<file path="src/rtl/mult_pkg.sv">
// Shared types and constants for the multiplier datapath stages.
// Holds the partial-product accumulator state encoding and the term order.
package mult_pkg;

  typedef enum logic [1:0] {
    IDLE  = 2'd0,
    ACCUM = 2'd1,
    DONE  = 2'd2
  } ppa_state_t;

  localparam int PPA_NUM_TERMS = 6;

  localparam int IDX_AHBH = 0;
  localparam int IDX_AHBL = 1;
  localparam int IDX_ALBH = 2;
  localparam int IDX_ALBL = 3;
  localparam int IDX_EVA  = 4;
  localparam int IDX_EVB  = 5;

endpackage

</file>
<file path="src/rtl/ppa_term_select.sv">
// Combinational N:1 mux picking the term register addressed by the
// accumulator's term counter; out-of-range selects yield zero.
module ppa_term_select #(
  parameter int WIDTH     = 32,
  parameter int NUM_TERMS = 6,
  parameter int SEL_W     = 3
) (
  input  logic [NUM_TERMS-1:0][WIDTH-1:0] terms_i,
  input  logic [SEL_W-1:0]                sel_i,
  output logic [WIDTH-1:0]                term_o
);

  always_comb begin
    // NOTE: defaulting the output before the loop keeps every path assigned, so no latch is inferred.
    term_o = '0;
    for (int i = 0; i < NUM_TERMS; i++) begin
      if (sel_i == SEL_W'(i)) term_o = terms_i[i];
    end
  end

endmodule

</file>
<file path="src/rtl/partial_product_accumulator.sv">
// Sums six pre-extended partial products / correction terms with one adder,
// one term per cycle. Optional carry_o port under PPA_CARRY_OUT_EN.
module partial_product_accumulator
  import mult_pkg::*;
#(
  parameter int WIDTH     = 32,
  parameter int NUM_TERMS = PPA_NUM_TERMS
) (
  input  logic             clk_i,
  input  logic             rst_ni,
  input  logic             clear_i,
  input  logic             valid_i,
  output logic             ready_o,
  input  logic [WIDTH-1:0] ahbh_i,
  input  logic [WIDTH-1:0] ahbl_i,
  input  logic [WIDTH-1:0] albh_i,
  input  logic [WIDTH-1:0] albl_i,
  input  logic [WIDTH-1:0] eva_i,
  input  logic [WIDTH-1:0] evb_i,
  output logic             valid_o,
  input  logic             ready_i,
  output logic [WIDTH-1:0] product_o
`ifdef PPA_CARRY_OUT_EN
  ,
  output logic             carry_o
`endif
);

  localparam int CNT_W = $clog2(NUM_TERMS);
`ifdef PPA_CARRY_OUT_EN
  localparam int ACC_W = WIDTH + 3;
`else
  localparam int ACC_W = WIDTH;
`endif

  ppa_state_t                     state_q, state_d;
  logic [CNT_W-1:0]               cnt_q, cnt_d;
  logic [ACC_W-1:0]               acc_q, acc_d;
  logic [NUM_TERMS-1:0][WIDTH-1:0] terms_q, terms_d;
  logic [WIDTH-1:0]               term_sel;

  ppa_term_select #(
    .WIDTH    (WIDTH),
    .NUM_TERMS(NUM_TERMS),
    .SEL_W    (CNT_W)
  ) u_term_select (
    .terms_i(terms_q),
    .sel_i  (cnt_q),
    .term_o (term_sel)
  );

  always_comb begin
    state_d = state_q;
    cnt_d   = cnt_q;
    acc_d   = acc_q;
    terms_d = terms_q;

    if (clear_i) begin
      state_d = IDLE;
      cnt_d   = '0;
      acc_d   = '0;
    end else begin
      unique case (state_q)
        IDLE: begin
          if (valid_i) begin
            terms_d[IDX_AHBH] = ahbh_i;
            terms_d[IDX_AHBL] = ahbl_i;
            terms_d[IDX_ALBH] = albh_i;
            terms_d[IDX_ALBL] = albl_i;
            terms_d[IDX_EVA]  = eva_i;
            terms_d[IDX_EVB]  = evb_i;
            acc_d   = '0;
            cnt_d   = '0;
            state_d = ACCUM;
          end
        end
        ACCUM: begin
          // Terms are zero-extended: any overflow above WIDTH lands in the carry bits.
          acc_d = acc_q + ACC_W'(term_sel);
          if (cnt_q == CNT_W'(NUM_TERMS - 1)) begin
            cnt_d   = '0;
            state_d = DONE;
          end else begin
            cnt_d = cnt_q + CNT_W'(1);
          end
        end
        DONE: begin
          if (ready_i) state_d = IDLE;
        end
        default: begin
          state_d = IDLE;
          cnt_d   = '0;
          acc_d   = '0;
        end
      endcase
    end
  end

  // NOTE: the term registers are few and feed the output path, so they are reset like the rest of the state.
  always_ff @(posedge clk_i or negedge rst_ni) begin
    if (!rst_ni) begin
      state_q <= IDLE;
      cnt_q   <= '0;
      acc_q   <= '0;
      terms_q <= '0;
    end else begin
      // NOTE: non-blocking assignments so every flop samples pre-edge values.
      state_q <= state_d;
      cnt_q   <= cnt_d;
      acc_q   <= acc_d;
      terms_q <= terms_d;
    end
  end

  assign ready_o   = (state_q == IDLE);
  assign valid_o   = (state_q == DONE);
  assign product_o = acc_q[WIDTH-1:0];
`ifdef PPA_CARRY_OUT_EN
  assign carry_o   = valid_o & (|acc_q[WIDTH+2:WIDTH]);
`endif

endmodule

</file>
<file path="config.mk">
export PLATFORM = sky130hd
export DESIGN_NAME = partial_product_accumulator
export DESIGN_NICKNAME = d
export VERILOG_FILES = /design/src/rtl/mult_pkg.sv /design/src/rtl/ppa_term_select.sv /design/src/rtl/partial_product_accumulator.sv
export SDC_FILE = /design/constraint.sdc
export NUM_CORES = 1
export LEC_CHECK = 0
export ABC_AREA = 1
export BUFFER_PORTS_ARGS = -buffer_cell sky130_fd_sc_hd__buf_2
export CAP_MARGIN = 20
export CORE_MARGIN = 2
export CORE_UTILIZATION = 56
export CTS_BUF_LIST = sky130_fd_sc_hd__clkbuf_8
export CTS_CLUSTER_DIAMETER = 50
export CTS_CLUSTER_SIZE = 12
export DETAILED_ROUTE_END_ITERATION = 10
export GPL_TIMING_DRIVEN = 0
export MAX_ROUTING_LAYER = met4
export PLACE_DENSITY = 0.87
export SLEW_MARGIN = 20
export SYNTH_ARGS = -nofsm -noshare
export SYNTH_HDL_FRONTEND = slang
export SYNTH_HIERARCHICAL = 1
export SYNTH_SLANG_ARGS = --single-unit
</file>
<file path="constraint.sdc">
create_clock -name clk_i -period 6.5 [get_ports clk_i]
set_input_delay 1.3 -clock clk_i [delete_from_list [all_inputs] [get_ports clk_i]]
set_output_delay 1.3 -clock clk_i [all_outputs]
set_load 0.02 [all_outputs]
</file>
Yosys cells after proc, flatten, opt, wreduce, memory -nomap -nowiden
Index checks and enable logic that the tools add are counted.

Bits in registers: 229. Input port bits: 197. Output and inout bits: 34. Logic and storage cells: 46.

Add/sub/neg operators: 2. Eq/ne operators: 11. Multiplexer cells: 18. Bitwise gates (word level): 1. Reductions and logical operators: 5.

Operator list (count): two-way mux 32 bit (8); case mux 32 bit (3 select lines) (1); adder 32 bit (1); two-way mux 3 bit (3); case mux 3 bit (3 select lines) (1); two-way mux 2 bit (4); equality test 3 x 2 -> 1 bit (second input constant) (2); equality test 3 bit (second input constant) (2); inequality test 3 bit (second input constant) (2); case mux 2 bit (3 select lines) (1); AND reduction 3 bit (2); adder 3 x 1 -> 3 bit (second input constant) (1); equality test 3 x 1 -> 1 bit (second input constant) (1); logical NOT 3 bit (1); inequality test 3 x 2 -> 1 bit (second input constant) (1); equality test 2 x 1 -> 1 bit (second input constant) (1); equality test 2 bit (second input constant) (1); logical NOT 2 bit (1); inequality test 2 bit (second input constant) (1); AND reduction 2 bit (1); NOT 1 bit (1).

Logic depth before layout (Yosys ltp)
Gate-level depths: netlist (run 1).

Word-level depth: 10. Mapped depth: 20.

Hierarchy
The synthesis (run 1) kept the hierarchy.

Modules (own cells, without submodules): partial_product_accumulator (instances 1, cells each 1055, area an instance 11581.1 µm², sequential area each 5730.5 µm²); ppa_term_select (instances 1, cells each 357, area an instance 1585.3 µm², sequential area each 0.0 µm²).

Least setup slack after synthesis (run 1)
Ideal clock, no wire load.

Kind: reg2reg. From: register cnt_q[0]. To: register acc_q[16], in the netlist product_o[16]. Setup time: 121 ps. Arrival time: 2422 ps. Path slack: 3956 ps. Stages on the path, launching flop included: 18. Cells stage by stage: dfrtp_1 buf_2 nor3_2 clkbuf_1 nand2_1 nand4_1 inv_1 fa_1 inv_1 nand3_1 nand3_1 nand2_1 nand2_1 nand3_1 nand2_1 nand2_1 nand2_1 o21ai_1.

Longest elaborated chain between the ends: 10. Elaborated cells between the ends (all ways): 15. Classes of those cells: add/sub (1); eq/ne (5); mux (8); reduce/logical (1).

RTL lines: from (decl) (line partial_product_accumulator.sv:37) `logic [CNT_W-1:0] cnt_q, cnt_d;`; from (signal assigned) (line partial_product_accumulator.sv:109) `cnt_q <= cnt_d;`; logical NOT 3 bit (line ppa_term_select.sv:17) `if (sel_i == SEL_W'(i)) term_o = terms_i[i];`; two-way mux 32 bit (5 in a row) (line ppa_term_select.sv:17); two-way mux 32 bit (*) (line ppa_term_select.sv:17); net term_sel[1] (line partial_product_accumulator.sv:40) `logic [WIDTH-1:0] term_sel;`; adder 32 bit (*) (line partial_product_accumulator.sv:79) `acc_d = acc_q + ACC_W'(term_sel);`; case mux 32 bit (3 select lines) (*) (line partial_product_accumulator.sv:63) `unique case (state_q)`; two-way mux 32 bit (*) (line partial_product_accumulator.sv:58) `if (clear_i) begin`; to (signal assigned) (line partial_product_accumulator.sv:104) `acc_q <= '0;`; to (signal assigned) (line partial_product_accumulator.sv:110) `acc_q <= acc_d;`; to (decl) (line partial_product_accumulator.sv:38) `logic [ACC_W-1:0] acc_q, acc_d;`.

Mark *: on every way through the listed nets, which the timed path passes. The rest lies on a longest branch. A chain may end at the register's enable or synchronous reset.

Worst setup path after layout (run 1)
From: register cnt_q[1]. To: register acc_q[24], in the netlist product_o[24].

The elaborated chain is that of the path after synthesis.

==> results of run 1 <==
## worst min-delay path by stage
stage                                   from                       end  slack, ns  depth (start not counted)
finish              terms_q[176]$_DFFE_PN0P_  terms_q[176]$_DFFE_PN0P_       0.51                          1
global route        terms_q[176]$_DFFE_PN0P_  terms_q[176]$_DFFE_PN0P_       0.51                          1
CTS                 terms_q[176]$_DFFE_PN0P_  terms_q[176]$_DFFE_PN0P_       0.51                          1
detailed placement   terms_q[92]$_DFFE_PN0P_   terms_q[92]$_DFFE_PN0P_       0.49                          1
global placement     terms_q[95]$_DFFE_PN0P_   terms_q[95]$_DFFE_PN0P_       0.49                          1
floorplan            terms_q[95]$_DFFE_PN0P_   terms_q[95]$_DFFE_PN0P_       0.48                          1
## cells by family (layout without fill, tap and decap cells)
group / after synthesis / in the layout / synth area share (%)
other cells: 0 / 15 / 0
xor+xnor: 3 / 3 / 0.1996
flops: 229 / 229 / 43.52
mux: 192 / 192 / 21.24
buf+inv: 211 / 484 / 7.355
fa+ha+maj: 32 / 32 / 3.098
compound gates: 60 / 60 / 2.509
simple gates: 685 / 685 / 22.08
## worst max-delay path, stage by stage (launching register included)
cell and delay (ns):
dfrtp_1 0.60, inv_2 0.16, nor3_2 0.42, buf_2 0.33
nand2_1 0.08, nand4_1 0.15, inv_1 0.08, fa_1 0.44
inv_1 0.13, nand3_1 0.08, nand3_1 0.18, nand2_1 0.07
nand2_1 0.15, nand2_1 0.13, nand3_1 0.11, nand2_1 0.05
nand3_1 0.06, nand2_1 0.05
## layer usage
metal | wire length (um) | part of all wire (%)
met3 | 2515 | 7.0
met2 | 16970 | 47
met4 | 1397 | 3.9
met1 | 15150 | 42
met5 | 0 | 0
## stage by stage
step	hold WS (ns)	util [%]	area [um2]
floorplan	0.4794	-	13170
global placement	0.4885	63.26	14720
detailed placement	0.4932	63.54	14780
CTS	0.5087	65.86	15320
global route	0.5115	66.02	15360
finish	0.5073	66.02	15360
## synth_stat cells
| library cell | number |
|---|---|
| fa_1 | 1 |
| inv_1 | 154 |
| nand2_1 | 411 |
| a21o_1 | 1 |
| xor2_1 | 2 |
| mux2_2 | 23 |
| o21ai_0 | 15 |
| xnor2_1 | 1 |
| o21bai_1 | 3 |
| dfrtp_1 | 229 |
| nor2_4 | 1 |
| ha_1 | 31 |
| mux2_4 | 169 |
| nand4_1 | 68 |
| a32o_1 | 2 |
| nand2_2 | 4 |
| o21ai_1 | 3 |
| o31ai_1 | 1 |
| a22o_1 | 1 |
| nand3_2 | 2 |
| or2_2 | 2 |
| buf_2 | 27 |
| a31o_2 | 1 |
| buf_1 | 3 |
| and2_1 | 2 |
| nand3_1 | 73 |
| a21oi_1 | 33 |
| nor2_2 | 1 |
| nor3_2 | 3 |
| nor3_1 | 2 |
| buf_6 | 19 |
| inv_2 | 1 |
| clkbuf_1 | 7 |
| nand3b_1 | 2 |
| nor2_1 | 113 |
| or2_1 | 1 |
## sequential cells by signal (all words and copies together), names as in the netlist
name and cells:
terms_q 192, state_q 2, product_o 32, cnt_q 3
## power by group
part           total [W]  switching, W  internal (W)
Clock            0.00105      0.000539      0.000508
Sequential       0.00212      0.000282       0.00183
Combinational    0.00200       0.00107      0.000939
Total            0.00517       0.00189       0.00328
## cell type report
class,instances,share of cell area [%]
Timing Repair Buffer,232,7.919
Antenna cell,15,0.2444
Inverter,155,3.788
Multi-Input combinational cell,972,42.11
Clock buffer,30,2.688
Buffer,56,2.517
Sequential cell,229,37.31
Tap cell,319,2.599
Clock inverter,11,0.8228
==> implementation parameters, run 1 <==
Parameter                              Value

Die
  Placeable Area ... 23260 um2
  IO Count ... 231
  Die width ... 157.3 um
  Initial core utilization ... 56.60%
  Die H ... 157.3 um
  Number of rows in the core area ... 56
  Area of the die ... 24750 um2

Layout
  Fill cell instance count of the final layout ... 1933
  Reg area ... 5731 um2
  Growth of design area from synthesis to finish ... 16.65%
  Multi-input gate area in the final layout ... 6467 um2
  Final cell count without fillers ... 2019
  Top library cells by usage in the layout, fill and taps aside ... 411 x nand2_1, 256 x buf_2, 229 x dfrtp_1, 169 x mux2_4, 155 x inv_1
  # nets final ... 1902
  Fraction of final layout cells sized beyond drive strength 1 ... 31.16%
  Leading cell type in the layout, fill and taps excluded ... nand2_1

CTS
  Number of hold buffers added after CTS ... 0
  Clock transition at the registers of the reported paths ... 0.08 ns
  Clock tree from TritonCTS ... built
  Clock Sink Count ... 229
  Setup repair bufs after CTS ... 0
  Library cell used as clock root buffer ... clkbuf_8
  Worst-skew pair later-pin latency ... 0.58 ns
  TritonCTS Buffers ... 27
  Post-cts repair resize count ... 0
  Number of buffers on the longest clock path ... 3
  Maximum level of the CTS H-tree ... 1

Detailed routing
  DR iter-0 viols ... 713
  Residual DRC ... 0
  Pre-Repair DR Iteration Count ... 7
  Total Wirelength ... 36030 um
  Total vias in the final route ... 10700
  Routed wire per std cell ... 17.85 um
  Avg Vias per Cell ... 5.299
  Antenna-violating nets left ... 0

Worst setup path
  Largest fanout on the critical path ... 10
  Crit path capture type ... register
  Reg2reg end ... product_o[24]$_DFFE_PN0P_
  Worst Reg-to-Reg Cells ... 17
  Element type at the critical path start ... register
  Arrival time at the worst endpoint ... 3.86 ns
  Critical path origin ... cnt_q[1]$_DFFE_PN0P_
  Critical path class ... register to register
  Data required time at the worst endpoint ... 6.95 ns
  Critical Path End ... product_o[24]$_DFFE_PN0P_
  R2r setup slk ... 3.09 ns
  FF-to-FF Start ... cnt_q[1]$_DFFE_PN0P_

Synth
  Area share of the largest cell type after synthesis ... 43.52%
  Syn Std Cell Area ... 13170 um2
  Post-synthesis cell type with the largest combined area ... dfrtp_1
  Synthesized instance count ... 1412
  Syn_nets ... 1641
  Post-synthesis sequential area ratio ... 43.52%
  Mean cell area of the mapped netlist ... 9.325 um2
  Ys Warns ... 6
  Post-synth cell types ... 36
  FF+latch count, synth ... 229
  Cell types occupying the most area after synthesis ... dfrtp_1 44%, mux2_4 19%, nand2_1 12%

Placement
  Setup slack at placement ... 3.163 ns
  # port buffers ... 230
  Count of placed standard cells including taps ... 1963
  Routability Congestion ... 0.9562
  Placed wire-length estimate ... 28280 um

Global routing
  Residual overflow from global routing ... 0
  Maximum number of pins on one net before global-route repair ... 91
  GRT Max-Usage Layer ... met2
  Global-route wire length before repair ... 55810 um
  Initial antenna violation count ... 15
  Met3 usage ... 5.782%
  Total track usage ... 30.22%
  GR Util met1 ... 37.99%
  Via count of the first global-routing pass ... 10630
  Global routing met2 resource utilization ... 48.58%

STA
  Minimum clock period ... 3.408 ns
  Worst setup margin ... 3.092 ns
  Number of max-slew violations in the final report ... 0
  Headroom to the max-slew limit ... 58.12%
  Worst-Margin Slew ... 0.6228 ns
  Final count of hold timing violations ... 0
  Setup TNS after final layout ... 0 ns
  Clock skew after layout ... 0.02350 ns
  Final setup violation count ... 0
  RSZ-0062 raised after global routing ... no
  Share of the cycle needed by the critical path after routing ... 52.42%
  Maximum clock frequency ... 293.5 MHz

Flow run
  Max cap viols ... 0

Min path
  Min-delay worst type ... register to register

Pwr
  Static Leakage ... 8.535 nW
  Total power divided by cell area ... 336.5 nW/um2
  VDD IR-drop max ... 0.1967 mV
  Overall Power ... 0.005168 W

Status
  Result of the run ... finished, final reports clean
Note: power is estimated with default switching activity, not from simulation.
==> run 2, diff against run 1 <==
ABC_AREA = 0   (was 1)
PLACE_DENSITY = 0.88   (was 0.87)
clock period = 3.25 ns   (was 6.5 ns; I/O delays follow)
==> run 2 against run 1 <==
Compared with the run above: the flow now finishes with violations (setup timing); routed wire length decreased by 3.7%; flip-flop and latch count unchanged; clock-buffer cell count decreased by 1; setup slack got worse by 3.4 ns; global-route usage increased by 0.92 points; fmax decreased by 3.8%; total power increased by 78%; via count decreased by 13%; critical path type unchanged; largest power group unchanged.
==> implementation parameters, run 2 <==
Parameter                              Value

Status
  Result of the run ... finished with violations (was finished, final reports clean)
  Violated checks ... setup timing

Synth
  Complex-gate fraction of the synthesized area ... 18.14% (was 2.509%)
  Ys Warns ... 6 (unchanged)
  Cell types occupying the most area after synthesis ... dfrtp_1 48%, mux2_2 19%, o32ai_2 4.1% (was dfrtp_1 44%, mux2_4 19%, nand2_1 12%)
  Ys flop type ... dfrtp_1 (unchanged)
  Post-synthesis share of cell area spent on xor and xnor gates ... 1.982% (was 0.1996%)
  Share of flip-flops with an asynchronous set or reset after synthesis ... 100.0% (unchanged)
  Most frequent cell after synthesis ... dfrtp_1 (was nand2_1)
  Syn_nets ... 1172 (was 1641)
  FF+latch count, synth ... 229 (unchanged)
  Area share of the largest cell type after synthesis ... 48.02% (was 43.52%)
  Count of flip-flops with a built-in enable after synthesis ... 0 (unchanged)
  Cell types with the highest counts after synthesis ... 229 x dfrtp_1, 206 x mux2_2, 52 x o21ai_0 (was 411 x nand2_1, 229 x dfrtp_1, 169 x mux2_4)
  Combinational family with the most area after synthesis ... multiplexers (was simple AND/OR/NAND/NOR gates)
  Post-synthesis sequential area ratio ... 48.02% (was 43.52%)
  Fraction of synthesized area in multiplexers ... 21.31% (was 21.24%)
  Simple-Gate Fraction of Synth Area ... 4.016% (was 22.08%)
  Synthesized instance count ... 943 (was 1412)
  Post-synthesis cell type with the largest combined area ... dfrtp_1 (unchanged)
  Post-synth cell types ... 59 (was 36)
  Syn Std Cell Area ... 11930 um2 (was 13170 um2)
  Mean cell area of the mapped netlist ... 12.65 um2 (was 9.325 um2)
  Area share of fa/ha/maj cells after synthesis ... 3.418% (was 3.098%)

Die
  Initial core utilization ... 56.94% (was 56.60%)
  Number of rows in the core area ... 53 (was 56)
  Area of the die ... 22490 um2 (was 24750 um2)
  Die H ... 150.0 um (was 157.3 um)
  Placeable Area ... 20960 um2 (was 23260 um2)
  Die width ... 150.0 um (was 157.3 um)
  IO Count ... 231 (unchanged)

STA
  Setup TNS after final layout ... -2.710 ns (was 0 ns)
  Number of max-slew violations in the final report ... 0 (unchanged)
  RSZ-0062 raised after global routing ... yes (was no)
  Minimum clock period ... 3.541 ns (was 3.408 ns)
  Final setup violation count ... 16 (was 0)
  Headroom to the max-slew limit ... 36.40% (was 58.12%)
  Worst setup margin ... -0.2909 ns (was 3.092 ns)
  Final count of hold timing violations ... 0 (unchanged)
  Maximum clock frequency ... 282.4 MHz (was 293.5 MHz)
  Share of the cycle needed by the critical path after routing ... 109.0% (was 52.42%)
  Clock skew after layout ... 0.01991 ns (was 0.02350 ns)
  Worst-Margin Slew ... 0.9540 ns (was 0.6228 ns)

Worst setup path
  R2r setup slk ... -0.29 ns (was 3.09 ns)
  Critical path class ... register to register (unchanged)
  Total buffers and inverters traversed by the critical path ... 2 (was 4)
  Cells along the critical path ... or2_1 > buf_6 > buf_12 > o32ai_4 > a221oi_2 > ha_1 > o211ai_1 > o21ai_2 > o2111a_2 > o21ai_4 > a31oi_4 > nand4bb_4 > a31oi_4 > mux2i_1 > o211ai_1 (was inv_2 > nor3_2 > buf_2 > nand2_1 > nand4_1 > inv_1 > fa_1 > inv_1 > nand3_1 > nand3_1 > nand2_1 > nand2_1 > nand2_1 > nand3_1 > nand2_1 > nand3_1 > nand2_1)
  Worst Reg-to-Reg Cells ... 15 (was 17)
  Data required time at the worst endpoint ... 3.70 ns (was 6.95 ns)
  Crit path capture type ... register (unchanged)
  Cell family with most CP delay ... compound AO/OA/AOI/OAI gates (was simple AND/OR/NAND/NOR gates)
  Reg2reg end ... product_o[31]$_DFFE_PN0P_ (was product_o[24]$_DFFE_PN0P_)
  Largest fanout on the critical path ... 6 (was 10)
  Arrival time at the worst endpoint ... 3.99 ns (was 3.86 ns)
  Biggest cell delay along the critical path ... 0.45 ns (was 0.60 ns)
  FF-to-FF Start ... cnt_q[1]$_DFFE_PN0P_ (unchanged)
  Cell with the largest stage delay on the worst path ... dfrtp_2 (was dfrtp_1)
  Element type at the critical path start ... register (unchanged)

Layout
  Fill cell instance count of the final layout ... 1448 (was 1933)
  Final cell count without fillers ... 1546 (was 2019)
  Most flop-heavy register ... terms_q (unchanged)
  # nets final ... 1480 (was 1902)
  Growth of design area from synthesis to finish ... 25.25% (was 16.65%)
  Top library cells by usage in the layout, fill and taps aside ... 232 x buf_2, 226 x dfrtp_1, 206 x mux2_2, 50 x o21ai_0, 43 x buf_4 (was 411 x nand2_1, 256 x buf_2, 229 x dfrtp_1, 169 x mux2_4, 155 x inv_1)
  Leading cell type in the layout, fill and taps excluded ... buf_2 (was nand2_1)
  Fraction of final layout cells sized beyond drive strength 1 ... 52.92% (was 31.16%)
  Flip-flop count of the largest register, all copies and words added ... 192 (unchanged)

Pwr
  Power share of the clock group ... 22.9% (was 20.3%)
  Part of the total power dissipated in sequential elements ... 41.4% (was 41.0%)
  Static Leakage ... 6.762 nW (was 8.535 nW)
  Total power divided by cell area ... 616.5 nW/um2 (was 336.5 nW/um2)
  Switch share ... 33.68% (was 36.49%)
  Internal power component ... 0.006111 W (was 0.003282 W)
  VDD IR-drop max ... 0.4705 mV (was 0.1967 mV)
  Gate power share ... 35.7% (was 38.8%)
  Switching power ... 0.003103 W (was 0.001886 W)

CTS
  Clock Sink Count ... 229 (unchanged)
  Number of hold buffers added after CTS ... 0 (unchanged)
  Clock transition at the registers of the reported paths ... 0.08 ns (about the same)
  Library cell used as clock root buffer ... clkbuf_8 (unchanged)
  Clock tree from TritonCTS ... built (unchanged)
  Number of buffers on the longest clock path ... 3 (unchanged)
  TritonCTS Buffers ... 27 (unchanged)
  Maximum level of the CTS H-tree ... 1 (unchanged)
  Worst-skew pair later-pin latency ... 0.58 ns (about the same)

Placement
  Count of placed standard cells including taps ... 1451 (was 1963)
  Routability Congestion ... 0.9472 (was 0.9562)
  # port buffers ... 230 (unchanged)
  Placed wire-length estimate ... 23620 um (was 28280 um)

Min path
  Min-delay worst type ... input pin to async pin (was register to register)

Detailed routing
  Total vias in the final route ... 9357 (was 10700)
  Total Wirelength ... 34700 um (was 36030 um)
  DR iter-0 viols ... 476 (was 713)
  Pre-Repair DR Iteration Count ... 5 (was 7)
  Antenna-violating nets left ... 0 (unchanged)
  Residual DRC ... 0 (unchanged)
  Routed wire per std cell ... 22.44 um (was 17.85 um)
  Avg Vias per Cell ... 6.052 (was 5.299)

Global routing
  Global-route wire length before repair ... 52280 um (was 55810 um)
  Maximum number of pins on one net before global-route repair ... 87 (was 91)
  Residual overflow from global routing ... 0 (unchanged)
  Initial antenna violation count ... 2 (was 15)
  Via count of the first global-routing pass ... 9782 (was 10630)
  Total track usage ... 31.14% (was 30.22%)

Flow run
  Max cap viols ... 0 (unchanged)
-- run 2: cell count changes in the layout (fill, tap and decap cells not counted), sizes merged, moves of 34 or more --
cell / previous run / this run
nand4: 68 / 2
nand3: 75 / 2
o21ai: 18 / 75
a221oi: 0 / 34
nand2: 415 / 44
nor2: 115 / 18
clkbuf: 37 / 74
inv: 158 / 16
-- run 2: worst max-delay path by stage --
stage          slack [ns]                         to                 start  depth (start not counted)
2_1_floorplan       -0.17  product_o[31]$_DFFE_PN0P_  cnt_q[1]$_DFFE_PN0P_                         16
3_3_place_gp        -2.45   terms_q[137]$_DFFE_PN0P_                rst_ni                          1
3_5_place_dp        -0.88  product_o[30]$_DFFE_PN0P_  cnt_q[0]$_DFFE_PN0P_                         15
4_1_cts             -0.31  product_o[31]$_DFFE_PN0P_  cnt_q[1]$_DFFE_PN0P_                         17
5_1_grt             -0.43  product_o[24]$_DFFE_PN0P_  cnt_q[1]$_DFFE_PN0P_                         17
6_report            -0.29  product_o[31]$_DFFE_PN0P_  cnt_q[1]$_DFFE_PN0P_                         15
-- run 2: logic make-up after synthesis --
logic type      after synthesis
simple gates                 96
flops                       229
buf+inv                      75
mux                         226
xor+xnor                     27
fa+ha+maj                    32
compound gates              258
-- run 2: per-layer routing --
layer / up-vias / wire length (um) / GRT usage, %
met1: 4704 / 14100 / 38.59
met4: 0 / 1390 / 11.84
met3: 94 / 2367 / 5.488
li1: 4177 / - / -
met5: - / 0 / -
met2: 382 / 16840 / 51.19
-- run 2: final cells by class --
type / count / area [um2] / share of cell area [%]
antenna: 3 / 7.507 / 0.05023
multi-input combinational: 639 / 6188 / 41.41
clock inverter: 17 / 145.1 / 0.9711
sequential: 229 / 5734 / 38.37
inverter: 11 / 43.79 / 0.2930
buffer: 61 / 429.2 / 2.871
tap: 275 / 344.1 / 2.302
timing repair buffer: 282 / 1654 / 11.07
clock buffer: 29 / 399.1 / 2.671
-- run 2: power by group through the flow --
stage	Combinational (W)	Clock (W)	Sequential (W)
after floorplan	0.00195	0	0.00382
after global placement	0.00262	0	0.00379
after detailed placement	0.00273	0	0.00384
after CTS	0.00305	0.00213	0.00380
after global routing	0.00353	0.00226	0.00388
final	0.00329	0.00211	0.00382
-- run 2: repair_timing --
| action | CTS | global route |
|---|---|---|
| setup buffers | 33 | 15 |
| gates resized for setup | 75 | 49 |
| cloned | 0 | 1 |
| pin swaps | 31 | 35 |
| endpoints found under the hold margin | 0 | 0 |
| endpoints found under the setup margin | 24 | 20 |
-- run 2: through the flow --
step                      hold WS (ns)  setup WS [ns]  area [um2]  util [%]  power (W)
after floorplan                 0.3544        -0.1690       11950         -   0.005771
after global placement          0.4614         -2.452       13440     64.14   0.006419
after detailed placement        0.4709        -0.8789       13510     64.47   0.006574
after CTS                       0.1003        -0.3143       14620     69.76   0.008975
after global routing            0.1340        -0.4331       14940     71.31   0.009670
final                          0.06059        -0.2909       14950     71.32   0.009214
==> run 3, diff against run 2 <==
CORE_UTILIZATION = 55   (was 56)
PLACE_DENSITY = unset   (was 0.88)
PLACE_DENSITY_LB_ADDON = 0.3   (was unset)
==> run 3 against run 2 <==
Compared with the run above: flip-flop and latch count is the same; non-clock buffer count up 13; setup slack improved by 0.032 ns; the flow still finishes with violations (setup timing); sequential power is essentially flat; largest power group unchanged; critical endpoint unchanged; core utilization rose by 0.78 points; critical path depth unchanged; first-iteration DRC count rose by 25%; combinational power rose by 3%; fmax up 0.91%; total power is 2.9% higher; clock-buffer cell count grew 4.
==> implementation parameters, run 3 (synthesis results as in run 2) <==
Parameter                              Value

Status
  Result of the run ... finished with violations (unchanged)
  Violated checks ... setup timing (unchanged)

Global routing
  Initial antenna violation count ... 3 (was 2)
  Total track usage ... 29.91% (was 31.14%)
  Via count of the first global-routing pass ... 9518 (was 9782)
  Maximum number of pins on one net before global-route repair ... 98 (was 87)
  Residual overflow from global routing ... 0 (unchanged)
  Global-route wire length before repair ... 51200 um (was 52280 um)

Pwr
  Power share of the clock group ... 24.1% (was 22.9%)
  Static Leakage ... 6.874 nW (was 6.762 nW)
  Switching power ... 0.003183 W (was 0.003103 W)
  Total power divided by cell area ... 621.8 nW/um2 (was 616.5 nW/um2)
  Gate power share ... 35.7% (about the same)
  Part of the total power dissipated in sequential elements ... 40.2% (was 41.4%)
  Switch share ... 33.57% (was 33.68%)
  VDD IR-drop max ... 0.4308 mV (was 0.4705 mV)
  Internal power component ... 0.006300 W (was 0.006111 W)

Detailed routing
  Antenna-violating nets left ... 0 (unchanged)
  Total Wirelength ... 33950 um (was 34700 um)
  Avg Vias per Cell ... 5.949 (was 6.052)
  Routed wire per std cell ... 21.72 um (was 22.44 um)
  DR iter-0 viols ... 593 (was 476)
  Pre-Repair DR Iteration Count ... 5 (unchanged)
  Residual DRC ... 0 (unchanged)
  Total vias in the final route ... 9298 (was 9357)

Die
  Initial core utilization ... 56.41% (was 56.94%)
  Placeable Area ... 21150 um2 (was 20960 um2)
  Die H ... 151.3 um (was 150.0 um)
  IO Count ... 231 (unchanged)
  Die width ... 151.3 um (was 150.0 um)
  Number of rows in the core area ... 53 (unchanged)
  Area of the die ... 22890 um2 (was 22490 um2)

STA
  Worst setup margin ... -0.2592 ns (was -0.2909 ns)
  Worst-Margin Slew ... 0.9007 ns (was 0.9540 ns)
  RSZ-0062 raised after global routing ... yes (unchanged)
  Share of the cycle needed by the critical path after routing ... 108.0% (was 109.0%)
  Minimum clock period ... 3.509 ns (was 3.541 ns)
  Final count of hold timing violations ... 0 (unchanged)
  Final setup violation count ... 14 (was 16)
  Maximum clock frequency ... 285.0 MHz (was 282.4 MHz)
  Clock skew after layout ... 0.01467 ns (was 0.01991 ns)
  Min Hold Slack ... 0.004933 ns (was 0.06059 ns)
  Number of max-slew violations in the final report ... 0 (unchanged)
  Headroom to the max-slew limit ... 39.96% (was 36.40%)

Layout
  Fraction of final layout cells sized beyond drive strength 1 ... 55.02% (was 52.92%)
  Final standard cell utilization of the core ... 72.10% (was 71.32%)
  Final cell count without fillers ... 1563 (was 1546)
  Reg area ... 5734 um2 (unchanged)
  Growth of design area from synthesis to finish ... 27.82% (was 25.25%)
  Most flop-heavy register ... terms_q (unchanged)
  Leading cell type in the layout, fill and taps excluded ... buf_2 (unchanged)
  Top library cells by usage in the layout, fill and taps aside ... 231 x buf_2, 226 x dfrtp_1, 204 x mux2_2, 51 x buf_4, 47 x o21ai_0 (was 232 x buf_2, 226 x dfrtp_1, 206 x mux2_2, 50 x o21ai_0, 43 x buf_4)
  Flip-flop count of the largest register, all copies and words added ... 192 (unchanged)
  Fill cell instance count of the final layout ... 1472 (was 1448)
  # nets final ... 1495 (was 1480)
  Multi-input gate area in the final layout ... 6292 um2 (was 6188 um2)
  Post-route cell area ... 15250 um2 (was 14950 um2)

Placement
  Placed wire-length estimate ... 23100 um (was 23620 um)
  Routability Congestion ... 0.9326 (was 0.9472)
  Placed cell area ... 13510 um2 (about the same)
  Setup slack at placement ... -0.8557 ns (was -0.8789 ns)
  Count of placed standard cells including taps ... 1450 (was 1451)
  # port buffers ... 230 (unchanged)

Worst setup path
  Biggest cell delay along the critical path ... 0.46 ns (was 0.45 ns)
  Cell with the largest stage delay on the worst path ... dfrtp_2 (unchanged)
  Largest fanout on the critical path ... 9 (was 6)
  Element type at the critical path start ... register (unchanged)
  Cells along the critical path ... or2_1 > buf_6 > buf_12 > o32ai_4 > a221oi_2 > ha_1 > a21o_1 > a221o_1 > a21oi_2 > o21a_2 > a31oi_4 > nand4bb_4 > a31oi_4 > mux2i_1 > o211ai_1 (was or2_1 > buf_6 > buf_12 > o32ai_4 > a221oi_2 > ha_1 > o211ai_1 > o21ai_2 > o2111a_2 > o21ai_4 > a31oi_4 > nand4bb_4 > a31oi_4 > mux2i_1 > o211ai_1)
  Most frequent cell on the critical path ... a31oi_4
  R2r setup slk ... -0.26 ns (was -0.29 ns)
  Total buffers and inverters traversed by the critical path ... 2 (unchanged)
  Critical path class ... register to register (unchanged)
  FF-to-FF Start ... cnt_q[1]$_DFFE_PN0P_ (unchanged)
  Arrival time at the worst endpoint ... 3.96 ns (was 3.99 ns)
  Data required time at the worst endpoint ... 3.71 ns (was 3.70 ns)
  Crit path capture type ... register (unchanged)
  Worst Reg-to-Reg Cells ... 15 (unchanged)
  Reg2reg end ... product_o[31]$_DFFE_PN0P_ (unchanged)
  Cell family with most CP delay ... compound AO/OA/AOI/OAI gates (unchanged)

CTS
  Maximum level of the CTS H-tree ... 1 (unchanged)
  TritonCTS Buffers ... 29 (was 27)
  Number of buffers on the longest clock path ... 3 (unchanged)
  Clock Sink Count ... 229 (unchanged)
  Worst-skew pair later-pin latency ... 0.58 ns (about the same)
  Clock transition at the registers of the reported paths ... 0.09 ns (was 0.08 ns)
  Library cell used as clock root buffer ... clkbuf_8 (unchanged)
  Clock tree from TritonCTS ... built (unchanged)

Min path
  Min-delay worst type ... input pin to async pin (unchanged)

Flow run
  Max cap viols ... 0 (unchanged)
run 3: cell types whose count changed in the layout (fill, tap and decap cells not counted), moves of 4 or more:
cell     before  now
ha_2          3    7
a21oi_2       6   12
a21oi_1      24   18
buf_4        43   51
buf_6        10   17
inv_1        14    9
run 3: metal layers:
metal / up-vias / global-route usage, % / share of wire [%]
li1: 4209 / - / -
met1: 4689 / 38.76 / 41
met2: 309 / 48.94 / 49
met3: 91 / 4.217 / 6.3
met4: 0 / 9.533 / 3.5
met5: - / - / 0
run 3: through the flow:
step | total power, W | TNS, ns
after floorplan | 0.005771 | -0.1690
after global placement | 0.006431 | -593.90
after detailed placement | 0.006557 | -10.53
after CTS | 0.009190 | -2.153
after global routing | 0.009957 | -4.319
final | 0.009483 | -2.381
run 3: how the worst max path moves through the flow:
| stage | start | depth (start not counted) | end |
|---|---|---|---|
| after global placement | rst_ni | 1 | terms_q[184]$_DFFE_PN0P_ |
| after CTS | cnt_q[1]$_DFFE_PN0P_ | 16 | product_o[31]$_DFFE_PN0P_ |
| after global routing | cnt_q[2]$_DFFE_PN0P_ | 15 | product_o[31]$_DFFE_PN0P_ |
| final | cnt_q[1]$_DFFE_PN0P_ | 15 | product_o[31]$_DFFE_PN0P_ |
| after floorplan | cnt_q[1]$_DFFE_PN0P_ | 16 | product_o[31]$_DFFE_PN0P_ |
| after detailed placement | cnt_q[0]$_DFFE_PN0P_ | 15 | product_o[30]$_DFFE_PN0P_ |
run 3: power groups by stage:
stage	sequential (W)	combinational, W	clock, W
floorplan	0.00382	0.00195	0
global placement	0.00380	0.00263	0
detailed placement	0.00384	0.00271	0
CTS	0.00380	0.00307	0.00232
global route	0.00388	0.00363	0.00245
finish	0.00381	0.00339	0.00228
run 3: cell type report:
class                      instances  share of cell area, %
sequential                       229                  37.60
clock buffer                      33                  2.978
inverter                          11                 0.2871
antenna                            3                0.04922
clock inverter                    17                  1.058
timing repair buffer             295                  11.62
multi-input combinational        639                  41.26
tap                              275                  2.256
buffer                            61                  2.904
run 3: repair_timing:
action | CTS | global route
pin swaps | 42 | 35
endpoints found under the setup margin | 24 | 22
resized for setup | 88 | 72
cloned | 1 | 1
buffers inserted | 43 | 21
hold buffers | 0 | 0
endpoints found under the hold margin | 0 | 0
run 3: worst reg2reg max path: stages (launching register included):
cell and delay (ns):
dfrtp_2 0.46, or2_1 0.25, buf_6 0.15, buf_12 0.16, o32ai_4 0.21, a221oi_2 0.06, ha_1 0.39, a21o_1 0.22
a221o_1 0.31, a21oi_2 0.13, o21a_2 0.17, a31oi_4 0.13, nand4bb_4 0.23, a31oi_4 0.22, mux2i_1 0.20, o211ai_1 0.11
